==> config.mk <==
export PLATFORM = sky130hd
export DESIGN_NAME = pid_integ_ss
export DESIGN_NICKNAME = d
export VERILOG_FILES = /design/src/rtl/pid_integ_ss_pkg.sv /design/src/rtl/pid_integ_ss_soft_start_tmr.sv /design/src/rtl/pid_integ_ss.sv
export SDC_FILE = /design/constraint.sdc
export NUM_CORES = 1
export LEC_CHECK = 0
export CAP_MARGIN = 15
export CORE_ASPECT_RATIO = 0.9
export CORE_UTILIZATION = 53
export CTS_CLUSTER_DIAMETER = 120
export CTS_CLUSTER_SIZE = 14
export DETAILED_ROUTE_END_ITERATION = 8
export HOLD_SLACK_MARGIN = 0.1
export PLACE_DENSITY_LB_ADDON = 0.1
export SLEW_MARGIN = 20
export SYNTH_ARGS = -nofsm -noshare
export SYNTH_HDL_FRONTEND = slang
export SYNTH_SLANG_ARGS = --single-unit
==> constraint.sdc <==
create_clock -name clk -period 6.01 [get_ports clk]
set_clock_uncertainty 0.15 [all_clocks]
set_input_delay 1.202 -clock clk [delete_from_list [all_inputs] [get_ports clk]]
set_output_delay 1.202 -clock clk [all_outputs]
set_load 0.01 [all_outputs]
==> src/rtl/pid_integ_ss_pkg.sv <==
// Shared widths, rails and types for the balance PID state block.
// Also holds the saturating pitch-integrator add used by pid_integ_ss.
package pid_pkg;

  localparam int PTCH_W     = 16;
  localparam int INTEG_W    = 18;
  localparam int CNTRL_W    = 12;
  localparam int SS_SCALE_W = 8;

  typedef logic signed [PTCH_W-1:0]  ptch_t;
  typedef logic signed [INTEG_W-1:0] integ_t;
  typedef logic signed [CNTRL_W-1:0] cntrl_t;

  localparam integ_t INTEG_MAX = 18'h1FFFF;
  localparam integ_t INTEG_MIN = 18'h20000;

  // Two's-complement add that pins to a rail instead of wrapping sign.
  function automatic integ_t integ_sat_add(input integ_t acc, input ptch_t p);
    integ_t addend;
    integ_t sum;
    addend = {{(INTEG_W-PTCH_W){p[PTCH_W-1]}}, p};
    sum    = acc + addend;
    if (!acc[INTEG_W-1] && !addend[INTEG_W-1] && sum[INTEG_W-1]) begin
      return INTEG_MAX;
    end
    if (acc[INTEG_W-1] && addend[INTEG_W-1] && !sum[INTEG_W-1]) begin
      return INTEG_MIN;
    end
    return sum;
  endfunction

endpackage

==> src/rtl/pid_integ_ss_soft_start_tmr.sv <==
// Soft-start ramp timer: counts up from clear, sticks at all-ones.
// The top byte is the authority scale applied to the PID output.
module soft_start_tmr
  import pid_pkg::*;
#(
  parameter int SS_W     = 27,
  parameter bit FAST_SIM = 1'b0
) (
  input  logic                  clk,
  input  logic                  rst,
  input  logic                  clr,
  output logic [SS_SCALE_W-1:0] ss_scale,
  output logic                  ss_full
);

  localparam logic [SS_W:0] INC = FAST_SIM ? (SS_W+1)'(256) : (SS_W+1)'(1);

  logic [SS_W-1:0] tmr_q;
  logic [SS_W-1:0] tmr_d;
  logic [SS_W:0]   tmr_sum;

  // Carry out of the widened add means the next step would wrap, so clamp.
  always_comb begin
    tmr_sum = {1'b0, tmr_q} + INC;
    tmr_d   = tmr_sum[SS_W] ? '1 : tmr_sum[SS_W-1:0];
    if (clr) begin
      tmr_d = '0;
    end
  end

  always_ff @(posedge clk or posedge rst) begin
    if (rst) begin
      tmr_q <= '0;
    end else begin
      tmr_q <= tmr_d;
    end
  end

  assign ss_scale = tmr_q[SS_W-1 -: SS_SCALE_W];
  assign ss_full  = (ss_scale == {SS_SCALE_W{1'b1}});

endmodule

==> src/rtl/pid_integ_ss.sv <==
// Stateful front end of the balance PID: pitch integrator, soft-start
// timer and the registered, authority-scaled control output.
module pid_integ_ss
  import pid_pkg::*;
#(
  parameter int SS_W     = 27,
  parameter bit FAST_SIM = 1'b0
) (
  input  logic   clk,
  input  logic   rst,
  input  logic   vld,
  input  logic   rider_off,
  input  ptch_t  ptch,
  input  cntrl_t PID_cntrl,
  output integ_t integrator,
  output cntrl_t PID_ss,
  output logic   pid_vld
);

  integ_t integ_q, integ_d;
  logic   vld_dly_q, vld_dly_d;
  cntrl_t pid_ss_q, pid_ss_d;
  logic   pid_vld_q, pid_vld_d;

  logic [SS_SCALE_W-1:0] ss_scale;
  logic                  ss_full;
  logic signed [20:0]    prod;
  cntrl_t                scaled;

  soft_start_tmr #(
    .SS_W     (SS_W),
    .FAST_SIM (FAST_SIM)
  ) u_ss_tmr (
    .clk      (clk),
    .rst      (rst),
    .clr      (rider_off),
    .ss_scale (ss_scale),
    .ss_full  (ss_full)
  );

  // Scale is 0..254 out of 256, so the shifted product never exceeds PID_cntrl.
  always_comb begin
    prod   = 21'(PID_cntrl) * 21'($signed({1'b0, ss_scale}));
    scaled = CNTRL_W'(prod >>> 8);
  end

  always_comb begin
    integ_d   = integ_q;
    vld_dly_d = vld & ~rider_off;
    pid_ss_d  = pid_ss_q;
    pid_vld_d = vld_dly_q;
    if (rider_off) begin
      integ_d   = '0;
      pid_ss_d  = '0;
      pid_vld_d = 1'b0;
    end else begin
      if (vld) begin
        integ_d = integ_sat_add(integ_q, ptch);
      end
      if (vld_dly_q) begin
        pid_ss_d = ss_full ? PID_cntrl : scaled;
      end
    end
  end

  always_ff @(posedge clk or posedge rst) begin
    if (rst) begin
      integ_q   <= '0;
      vld_dly_q <= 1'b0;
      pid_ss_q  <= '0;
      pid_vld_q <= 1'b0;
    end else begin
      integ_q   <= integ_d;
      vld_dly_q <= vld_dly_d;
      pid_ss_q  <= pid_ss_d;
      pid_vld_q <= pid_vld_d;
    end
  end

  assign integrator = integ_q;
  assign PID_ss     = pid_ss_q;
  assign pid_vld    = pid_vld_q;

endmodule

==> flow_summary_export.csv, run 1 <==
group,metric,value,unit
power,vdd_ir_drop_max,0.0002091,V
critical_path,worstPathCellList,"clkdlybuf4s50_1 > buf_4 > nand2_1 > fa_1 > inv_1 > fa_1 > fa_1 > inv_1 > fa_1 > inv_1 > ha_1 > a21oi_1 > o21ai_0 > a21o_1 > buf_4 > a211oi_1 > xnor2_1 > o21a_1",
placement,post-dp-hpwl,12370,um
min_path,hp-class,"reg2reg",
cts,clk_pin_slew,0.05,ns
global_routing,antenna_found_initial,0,
synthesis,synthMuxAreaShare,0.2890,%
placement,pre_cts_ws,-0.1907,ns
layout,final_common_cell,"inv_1",
synthesis,ys_async_sr_fraction,100.0,%
synthesis,synthTopCellsByArea,"fa_1, dfrtp_1, ha_1",
synthesis,yosysSeqAreaShare,21.31,%
die,dieHeight,110.5,um
drt,vias,5623,
sta,max_slew.worst_pin.slew,1.139,ns
critical_path,path_class,"in2reg",
layout,final_cell_mix,"inv_1, fa_1, nand2_1",
critical_path,crit_arrival,5.85,ns
power,clkPwrFrac,33.9,%
global_routing,grt_pass1_vias,5885,
sta,worst_slack,0.2249,ns
critical_path,critPathSlowestCell,"clkdlybuf4s50_1",
layout,finalNonFillerCells,1001,
synthesis,synthCells,766,
die,start_util,54.40,%
die,core,12740,um2
synthesis,ys.flop_type,"dfrtp_1",
synthesis,synth_edf_count,0,
sta,relSlewSlack,23.80,%
drt,wl_per_cell,16.16,um
cts,cts_buffer_depth,2,
layout,area_growth,17.30,%
power,switching_power,0.4609,mW
power,p_int,1.009,mW
synthesis,syn_avg_cell_area,9.044,um2
layout,drive_above_1_share,8.602,%
drt,drc,0,
synthesis,ys_types,64,
critical_path,critPathLaunchType,"primary input",
synthesis,synth_top_family_by_area,"adder cells",
placement,gp_congestion,0.8617,
drt,wl,16170,um
drt,drt-pass1-iter-count,5,
synthesis,synth_top_area_share,21.96,%
cts,htreeDepth,3,
synthesis,synth.net_count,929,
power,switching_share,31.36,%
critical_path,slowest_delay,0.63,ns
die,die_w,122.5,um
cts,cts_tree,"done",
synthesis,ys_ff_latch,59,
critical_path,crit_fanout,5,
drt,drtIter0Drc,342,
power,power_density,180.9,nW/um2
sta,hold_ws,0.3272,ns
layout,n_fill_cell,1091,
sta,drv_slew,0,
die,rows,39,
sta,finalHoldViolCount,0,
power,cellLeakagePower,3.940,nW
critical_path,crit_family,"adder cells",
cts,cts_hold_repair.buffers,0,
sta,timing.fmax,172.9,MHz
synthesis,synthesis.area,6928,um2
critical_path,cp-end-kind,"flip-flop",
sta,tns,0,ns
layout,nets,997,
power,seqPwrFrac,31.8,%
synthesis,synth_xor_area_share,4.930,%
synthesis,synth_area_leader_cell,"fa_1",
synthesis,synth_adder_area_share,31.89,%
layout,final_area,8127,um2
critical_path,critical_path_required,6.08,ns
cts,clock-sinks,59,
die,die_area,13530,um2
die,pin_count,63,
drt,via_per_inst,5.617,
global_routing,grt_max_degree,60,
cts,clk_latency,0.33,ns
sta,rsz0062_at_grt,"false",
cts,numCtsBuffers,9,
global_routing,grtUsageTotal,26.22,%
global_routing,grt_pass1_wl,28120,um
critical_path,crit_top_cell,"fa_1",
drt,antenna_left,0,
layout,n_antenna_cell,0,
cts,cts-root-buf,"clkbuf_16",
job,maxCapViolCount,0,
power,power_frac_comb,34.3,%
global_routing,overflow,0,
placement,port_buffers,62,
outcome,status,"finished, final reports clean",
placement,placed_area,7839,um2
sta,setup_viol,0,
synthesis,synth-compound-area-share,15.66,%
placement,place_inst,987,
synthesis,ys_warn_count,0,
sta,fin_crit_sh,96.26,%
sta,period_needed,5.785,ns
critical_path,crit_buf_inv,6,
synthesis,yosys.area_share.simple,17.28,%
==> final timing paths <==
path	slack, ns	endpoint	cells past startpoint	startpoint
setup / recovery	0.22	PID_ss[9]	18	PID_cntrl[10]
hold / removal	0.33	u_ss_tmr.tmr_q[0]	1	u_ss_tmr.tmr_q[0]
setup reg to reg	0.86	PID_ss[9]	17	u_ss_tmr.tmr_q[24]
hold reg to reg	0.33	u_ss_tmr.tmr_q[0]	1	u_ss_tmr.tmr_q[0]
max in group asynchronous	3.93	pid_vld	3	rst
min in group asynchronous	1.28	u_ss_tmr.tmr_q[3]	3	rst
==> power by group through the flow <==
| stage | Clock [mW] | Sequential [mW] | Combinational, mW |
|---|---|---|---|
| finish | 0.498 | 0.468 | 0.505 |
| global route | 0.526 | 0.473 | 0.555 |
| CTS | 0.508 | 0.468 | 0.502 |
| detailed placement | 0 | 0.473 | 0.496 |
| global placement | 0 | 0.472 | 0.487 |
| floorplan | 0 | 0.481 | 0.314 |
==> state kept, by name, summed over array words and instances (netlist names) <==
name / cells
PID_ss: 12
integrator: 18
pid_vld: 1
u_ss_tmr.tmr_q: 27
vld_dly_q: 1
==> per-layer routing <==
metal | global-route usage, % | part of all wire [%] | vias up
li1 | - | - | 2688
met3 | 4.132 | 5.0 | 20
met2 | 43.78 | 50 | 154
met4 | 6.341 | 1.4 | 0
met5 | 0 | 0 | -
met1 | 35.36 | 44 | 2761
==> cells in the mapped netlist, drive strengths merged, types with 2 or more instances <==
cell	count
a21o	14
nand3	19
clkbuf	33
xor2	16
o211ai	5
nand4	9
dfrtp	59
o31ai	2
fa	76
and4	4
nand2	69
nor3	10
a21oi	40
o31a	3
ha	55
a211o	2
o311ai	3
buf	3
a311oi	5
a31oi	6
nand2b	8
a22o	2
xnor2	23
nand4b	2
or2	4
o21a	9
a211oi	8
mux2i	2
a311o	2
nor2	33
a2111o	2
o2111ai	2
a221o	15
a2111oi	3
inv	120
and2	53
and3	6
nor3b	6
o21ai	15
nor2b	5
==> cell families (layout without fill, tap and decap cells) <==
kind of cell,Yosys count,after routing
AOI/OAI and AO/OA,148,148
DFF,59,59
and+or+nand+nor,231,231
muxes,2,2
xor gates and xnor gates,39,39
adders and majority gates,131,131
buffers and inverters,156,227
==> stage by stage <==
step	utilization, %	power, mW
3_3_place_gp	61.55	0.9592
6_report	63.81	1.470
4_1_cts	63.77	1.478
2_1_floorplan	-	0.7949
3_5_place_dp	61.55	0.9685
5_1_grt	63.81	1.553
==> repair_timing <==
item | in CTS | in global routing
endpoints found under the setup margin | 0 | 5
setup buffers | 0 | 0
gates resized for setup | 0 | 3
==> area by class of cell <==
type	count	area [um2]	area share (%)
well taps	164	205.2	2.525
flip-flops and latches	59	1476	18.17
inverters	120	450.4	5.543
clock inverters	3	40.04	0.4927
clock buffers	11	242.7	2.987
repair buffers	93	858.3	10.56
multi-input cells	551	4853	59.72
==> worst reg2reg max path, cell delays in order (launching register included) <==
cell,delay [ns]
dfrtp_1,0.74
nand2_1,0.20
fa_1,0.58
inv_1,0.05
fa_1,0.46
fa_1,0.55
inv_1,0.06
fa_1,0.54
inv_1,0.05
ha_1,0.30
a21o_1,0.18
a21oi_1,0.20
o21ai_0,0.12
a21o_1,0.18
buf_4,0.14
a211oi_1,0.25
xnor2_1,0.12
o21a_1,0.17
(Power assumes the default switching activity.)
==> inputs of run 2 (changes only) <==
Settings changed: CTS_BUF_LIST from default to sky130_fd_sc_hd__clkbuf_8.
==> flow_summary_export.csv, run 2 (synthesis results as in run 1) <==
group,metric,value,unit
power,power.total,1.317,mW
cts,cts_tree,"done",
global_routing,grt_pass1_wl,27930,um
layout,n_antenna_cell,0,
cts,cts_setup_buffers,0,
critical_path,reg2reg_depth,17,
global_routing,overflow,0,
critical_path,r2r-end,"PID_ss[9]",
sta,worst_slack,0.2346,ns
critical_path,crit_top_cell,"fa_1",
min_path,whs_path_depth,1,
layout,nets,997,
critical_path,critPathSlowestCell,"clkdlybuf4s50_1",
critical_path,crit_fanout,5,
layout,largest_reg_flops,27,
placement,post-dp-hpwl,12370,um
sta,relSlewSlack,24.56,%
job,maxCapViolCount,0,
global_routing,grt_max_degree,60,
min_path,hp-class,"reg2reg",
sta,finalHoldViolCount,0,
drt,via_per_inst,5.602,
critical_path,slowest_delay,0.63,ns
layout,final_common_cell,"inv_1",
die,die_area,13530,um2
die,die_w,122.5,um
placement,pre_cts_ws,-0.1907,ns
min_path,worstHoldStart,"u_ss_tmr.tmr_q[0]",
layout,final_cell_mix,"inv_1, fa_1, nand2_1",
drt,antenna_left,0,
power,power_density,164.2,nW/um2
cts,numCtsBuffers,9,
power,cellLeakagePower,3.889,nW
sta,max_slew.worst_pin.slew,1.127,ns
sta,period_needed,5.775,ns
global_routing,grtUsageTotal,26.00,%
sta,drv_slew,0,
critical_path,critPathLaunchType,"primary input",
critical_path,path_class,"in2reg",
global_routing,grt_pass1_vias,5876,
critical_path,r2r_slack,0.86,ns
sta,tns,0,ns
critical_path,r2r_start,"u_ss_tmr.tmr_q[24]",
layout,area_growth,15.80,%
die,rows,39,
layout,utilization,62.99,%
sta,setup_viol,0,
placement,port_buffers,62,
cts,cts_buffer_depth,2,
outcome,status,"finished, final reports clean",
die,start_util,54.40,%
layout,drive_above_1_share,8.602,%
critical_path,cp-end-kind,"flip-flop",
sta,fin_crit_sh,96.10,%
cts,cts-root-buf,"clkbuf_8",
drt,wl_per_cell,15.96,um
critical_path,crit_arrival,5.85,ns
drt,drtIter0Drc,347,
global_routing,antenna_found_initial,0,
die,core,12740,um2
die,pin_count,63,
cts,clk_latency,0.34,ns
die,dieHeight,110.5,um
power,vdd_ir_drop_max,0.0001912,V
min_path,hold_end,"u_ss_tmr.tmr_q[0]",
drt,vias,5608,
cts,clk_pin_slew,0.07,ns
layout,finalNonFillerCells,1001,
drt,drt-pass1-iter-count,5,
cts,clock-sinks,59,
cts,htreeDepth,3,
placement,place_inst,987,
critical_path,worstPathCellList,"clkdlybuf4s50_1 > buf_4 > nand2_1 > fa_1 > inv_1 > fa_1 > fa_1 > inv_1 > fa_1 > inv_1 > ha_1 > a21oi_1 > o21ai_0 > a21o_1 > buf_4 > a211oi_1 > xnor2_1 > o21a_1",
drt,wl,15980,um
sta,rsz0062_at_grt,"false",
placement,gp_congestion,0.8617,
layout,regMostFlops,"u_ss_tmr.tmr_q",
layout,n_fill_cell,1114,
critical_path,critical_path_required,6.09,ns
sta,timing.fmax,173.1,MHz
drt,drc,0,
-- run 2: cell count changes in the layout (fill, tap and decap cells not counted) --
cell and change:
dlymetal6s2s_1 -1, clkdlybuf4s50_1 +1, clkbuf_8 +9, clkbuf_16 -9, inv_1 +1, clkbuf_1 -1
-- run 2: critical path: cells and delay by family --
family          cells  cell delay [ns]
compound gates      5             0.93
fa+ha+maj           5             2.42
simple gates        1             0.06
buf+inv             6             1.12
xor+xnor            1             0.12
-- run 2: worst max-delay path by stage --
| stage | start | to | slack [ns] | cells past startpoint |
|---|---|---|---|---|
| after floorplan | PID_cntrl[6] | PID_ss[11] | 0.30 | 17 |
| after global placement | PID_cntrl[7] | PID_ss[9] | -0.07 | 19 |
| after detailed placement | PID_cntrl[7] | PID_ss[9] | -0.19 | 18 |
| after CTS | PID_cntrl[7] | PID_ss[11] | 0.14 | 18 |
| after global routing | PID_cntrl[3] | PID_ss[11] | 0.005 | 17 |
| final | PID_cntrl[10] | PID_ss[9] | 0.23 | 18 |
-- run 2: power by group --
part / internal (mW) / switching [mW] / leakage (nW)
combinational: 0.250 / 0.252 / 2.99
sequential: 0.433 / 0.0344 / 0.800
clock: 0.195 / 0.153 / 0.0992
total: 0.878 / 0.440 / 3.89
-- run 2: per-stage QoR --
step | cell area (um2) | hold WS [ns]
3_3_place_gp | 7839 | 0.3107
5_1_grt | 8023 | 0.3482
6_report | 8023 | 0.3277
3_5_place_dp | 7839 | 0.3171
2_1_floorplan | 6928 | 0.2915
4_1_cts | 8020 | 0.3265
-- run 2: cell type report --
| cell class | count | area, um2 | share of cell area [%] |
|---|---|---|---|
| Clock inverter | 4 | 43.79 | 0.5459 |
| Tap cell | 164 | 205.2 | 2.558 |
| Multi-Input combinational cell | 551 | 4853 | 60.50 |
| Timing Repair Buffer | 93 | 855.8 | 10.67 |
| Inverter | 120 | 450.4 | 5.614 |
| Clock buffer | 10 | 137.6 | 1.716 |
| Sequential cell | 59 | 1476 | 18.40 |
-- run 2: per-layer routing --
layer	share of wire (%)	up-vias	track usage, %
li1	-	2691	-
met1	44	2750	35.16
met2	50	149	43.41
met3	4.9	18	3.719
met4	1.3	0	6.667
met5	0	-	0
-- run 2: repair_timing --
item                                    CTS  global route
resized for setup                         0             2
endpoints found under the setup margin    0             5
hold buffers                              0             0
==> inputs of run 3 (changes only) <==
Settings changed: PLACE_DENSITY from default to 0.79, PLACE_DENSITY_LB_ADDON 0.1 to default.
==> flow_summary_export.csv, run 3 (synthesis results as in run 1) <==
group,metric,value,unit
outcome,status,"finished, final reports clean",
drt,drc,0,
sta,hold_ws,0.3403,ns
layout,n_fill_cell,1038,
power,power_frac_comb,37.3,%
layout,n_antenna_cell,0,
layout,final_common_cell,"inv_1",
drt,antenna_left,0,
die,die_area,13530,um2
global_routing,grt_pass1_vias,6002,
sta,timing.fmax,173.1,MHz
critical_path,r2r-end,"PID_ss[8]",
critical_path,critPathLaunchType,"primary input",
min_path,hold_end,"u_ss_tmr.tmr_q[0]",
placement,post-dp-hpwl,12860,um
drt,wl_per_cell,16.37,um
cts,cts-root-buf,"clkbuf_8",
die,pin_count,63,
cts,numCtsBuffers,9,
sta,setup_viol,0,
layout,nets,997,
critical_path,r2r_slack,0.87,ns
cts,clock-sinks,59,
power,vdd_ir_drop_max,0.0002005,V
drt,drt-pass1-iter-count,7,
power,switching_share,34.86,%
die,dieHeight,110.5,um
cts,htreeDepth,3,
critical_path,crit_family,"adder cells",
cts,cts_tree,"done",
drt,drtIter0Drc,353,
critical_path,critPathSlowestCell,"clkdlybuf4s50_1",
global_routing,grt_max_degree,60,
sta,finalHoldViolCount,0,
drt,wl,16420,um
power,clkPwrFrac,27.7,%
critical_path,worstPathCellList,"clkdlybuf4s50_1 > nand2_1 > fa_1 > inv_1 > fa_1 > fa_1 > inv_1 > fa_1 > inv_1 > ha_1 > a21o_1 > a21oi_1 > o21ai_0 > a21o_1 > a211oi_1 > a21bo_2 > a311oi_1",
drt,via_per_inst,5.708,
die,die_w,122.5,um
cts,cts_hold_repair.buffers,0,
global_routing,grt_pass1_wl,28260,um
global_routing,grtUsageTotal,26.49,%
die,core,12740,um2
power,cellLeakagePower,3.880,nW
die,rows,39,
layout,area_growth,16.16,%
critical_path,r2r_start,"u_ss_tmr.tmr_q[19]",
global_routing,overflow,0,
critical_path,cp-end-kind,"flip-flop",
power,seqPwrFrac,35.0,%
cts,cts_setup_buffers,0,
critical_path,critical_path_required,6.11,ns
critical_path,path_class,"in2reg",
job,maxCapViolCount,0,
power,power_density,166.9,nW/um2
sta,max_slew.worst_pin.slew,0.8912,ns
layout,final_cell_mix,"inv_1, fa_1, nand2_1",
min_path,hp-class,"reg2reg",
min_path,whs_path_depth,1,
sta,relSlewSlack,39.05,%
global_routing,antenna_found_initial,0,
sta,period_needed,5.778,ns
cts,cts_buffer_depth,2,
power,p_int,0.8748,mW
sta,fin_crit_sh,96.14,%
layout,utilization,63.19,%
layout,largest_reg_flops,27,
critical_path,crit_top_cell,"fa_1",
cts,clk_pin_slew,0.08,ns
sta,rsz0062_at_grt,"false",
placement,port_buffers,62,
critical_path,reg2reg_depth,16,
layout,regMostFlops,"u_ss_tmr.tmr_q",
die,start_util,54.40,%
sta,drv_slew,0,
cts,clk_latency,0.35,ns
placement,gp_congestion,0.9213,
critical_path,crit_buf_inv,4,
power,switching_power,0.4681,mW
min_path,worstHoldStart,"u_ss_tmr.tmr_q[0]",
drt,vias,5725,
layout,final_area,8048,um2
critical_path,crit_fanout,6,
cts,cts_repair_resize_count,0,
critical_path,slowest_delay,0.63,ns
critical_path,crit_arrival,5.88,ns
power,power.total,1.343,mW
layout,drive_above_1_share,9.178,%
placement,placed_area,7839,um2
## run 3: changes by cell type in the layout (fill, tap and decap cells not counted), sizes merged
| cell | before | now |
|---|---|---|
| clkinv | 2 | 3 |
| clkdlybuf4s50 | 61 | 62 |
| clkinvlp | 0 | 2 |
| clkbuf | 10 | 9 |
| dlymetal6s2s | 1 | 0 |
## run 3: worst max-delay path by stage
stage                  to           from  cells after the start
5_1_grt         PID_ss[8]  PID_cntrl[11]                     18
3_5_place_dp    PID_ss[7]   PID_cntrl[5]                     18
6_report        PID_ss[8]   PID_cntrl[8]                     17
3_3_place_gp    PID_ss[7]   PID_cntrl[5]                     18
2_1_floorplan  PID_ss[11]   PID_cntrl[6]                     17
4_1_cts         PID_ss[7]   PID_cntrl[5]                     18
## run 3: stage by stage
| stage | setup WS, ns | TNS [ns] | std cells |
|---|---|---|---|
| floorplan | 0.3003 | 0 | 766 |
| global placement | -0.08129 | -0.1801 | 987 |
| detailed placement | -0.1679 | -0.6696 | 987 |
| CTS | 0.1807 | 0 | 1003 |
| global route | 0.01811 | 0 | 1003 |
| finish | 0.2320 | 0 | 1003 |
## run 3: layout make-up
cell class              count  area [um2]  share of cell area [%]
repair buffers             93       853.3                   10.60
inverters                 120       450.4                   5.597
clock inverters             7       76.32                  0.9484
well taps                 164       205.2                   2.550
multi-input cells         551        4862                   60.42
clock buffers               9       123.9                   1.539
flip-flops and latches     59        1476                   18.35
## run 3: worst register-to-register path, delay by kind of cell, from the launching register on
kind / cells / cell delay (ns)
AND/OR/NAND/NOR: 1 / 0.22
AO/OA/AOI/OAI: 7 / 1.40
adder cells (fa/ha/maj): 5 / 2.28
buffers and inverters: 3 / 0.27
flip-flops: 1 / 0.74
## run 3: power by group through the flow
stage / clock network [mW] / registers [mW] / logic [mW]
floorplan: 0 / 0.481 / 0.314
global placement: 0 / 0.475 / 0.480
detailed placement: 0 / 0.476 / 0.494
CTS: 0.378 / 0.470 / 0.498
global route: 0.396 / 0.475 / 0.549
finish: 0.372 / 0.470 / 0.501
## run 3: layer usage
layer  track usage (%)  up-vias  part of all wire, %
li1                  -     2690                    -
met1             32.89     2819                   41
met2             45.62      179                   50
met3             4.959       37                  6.4
met4             9.106        0                  2.4
met5                 0        -                    0
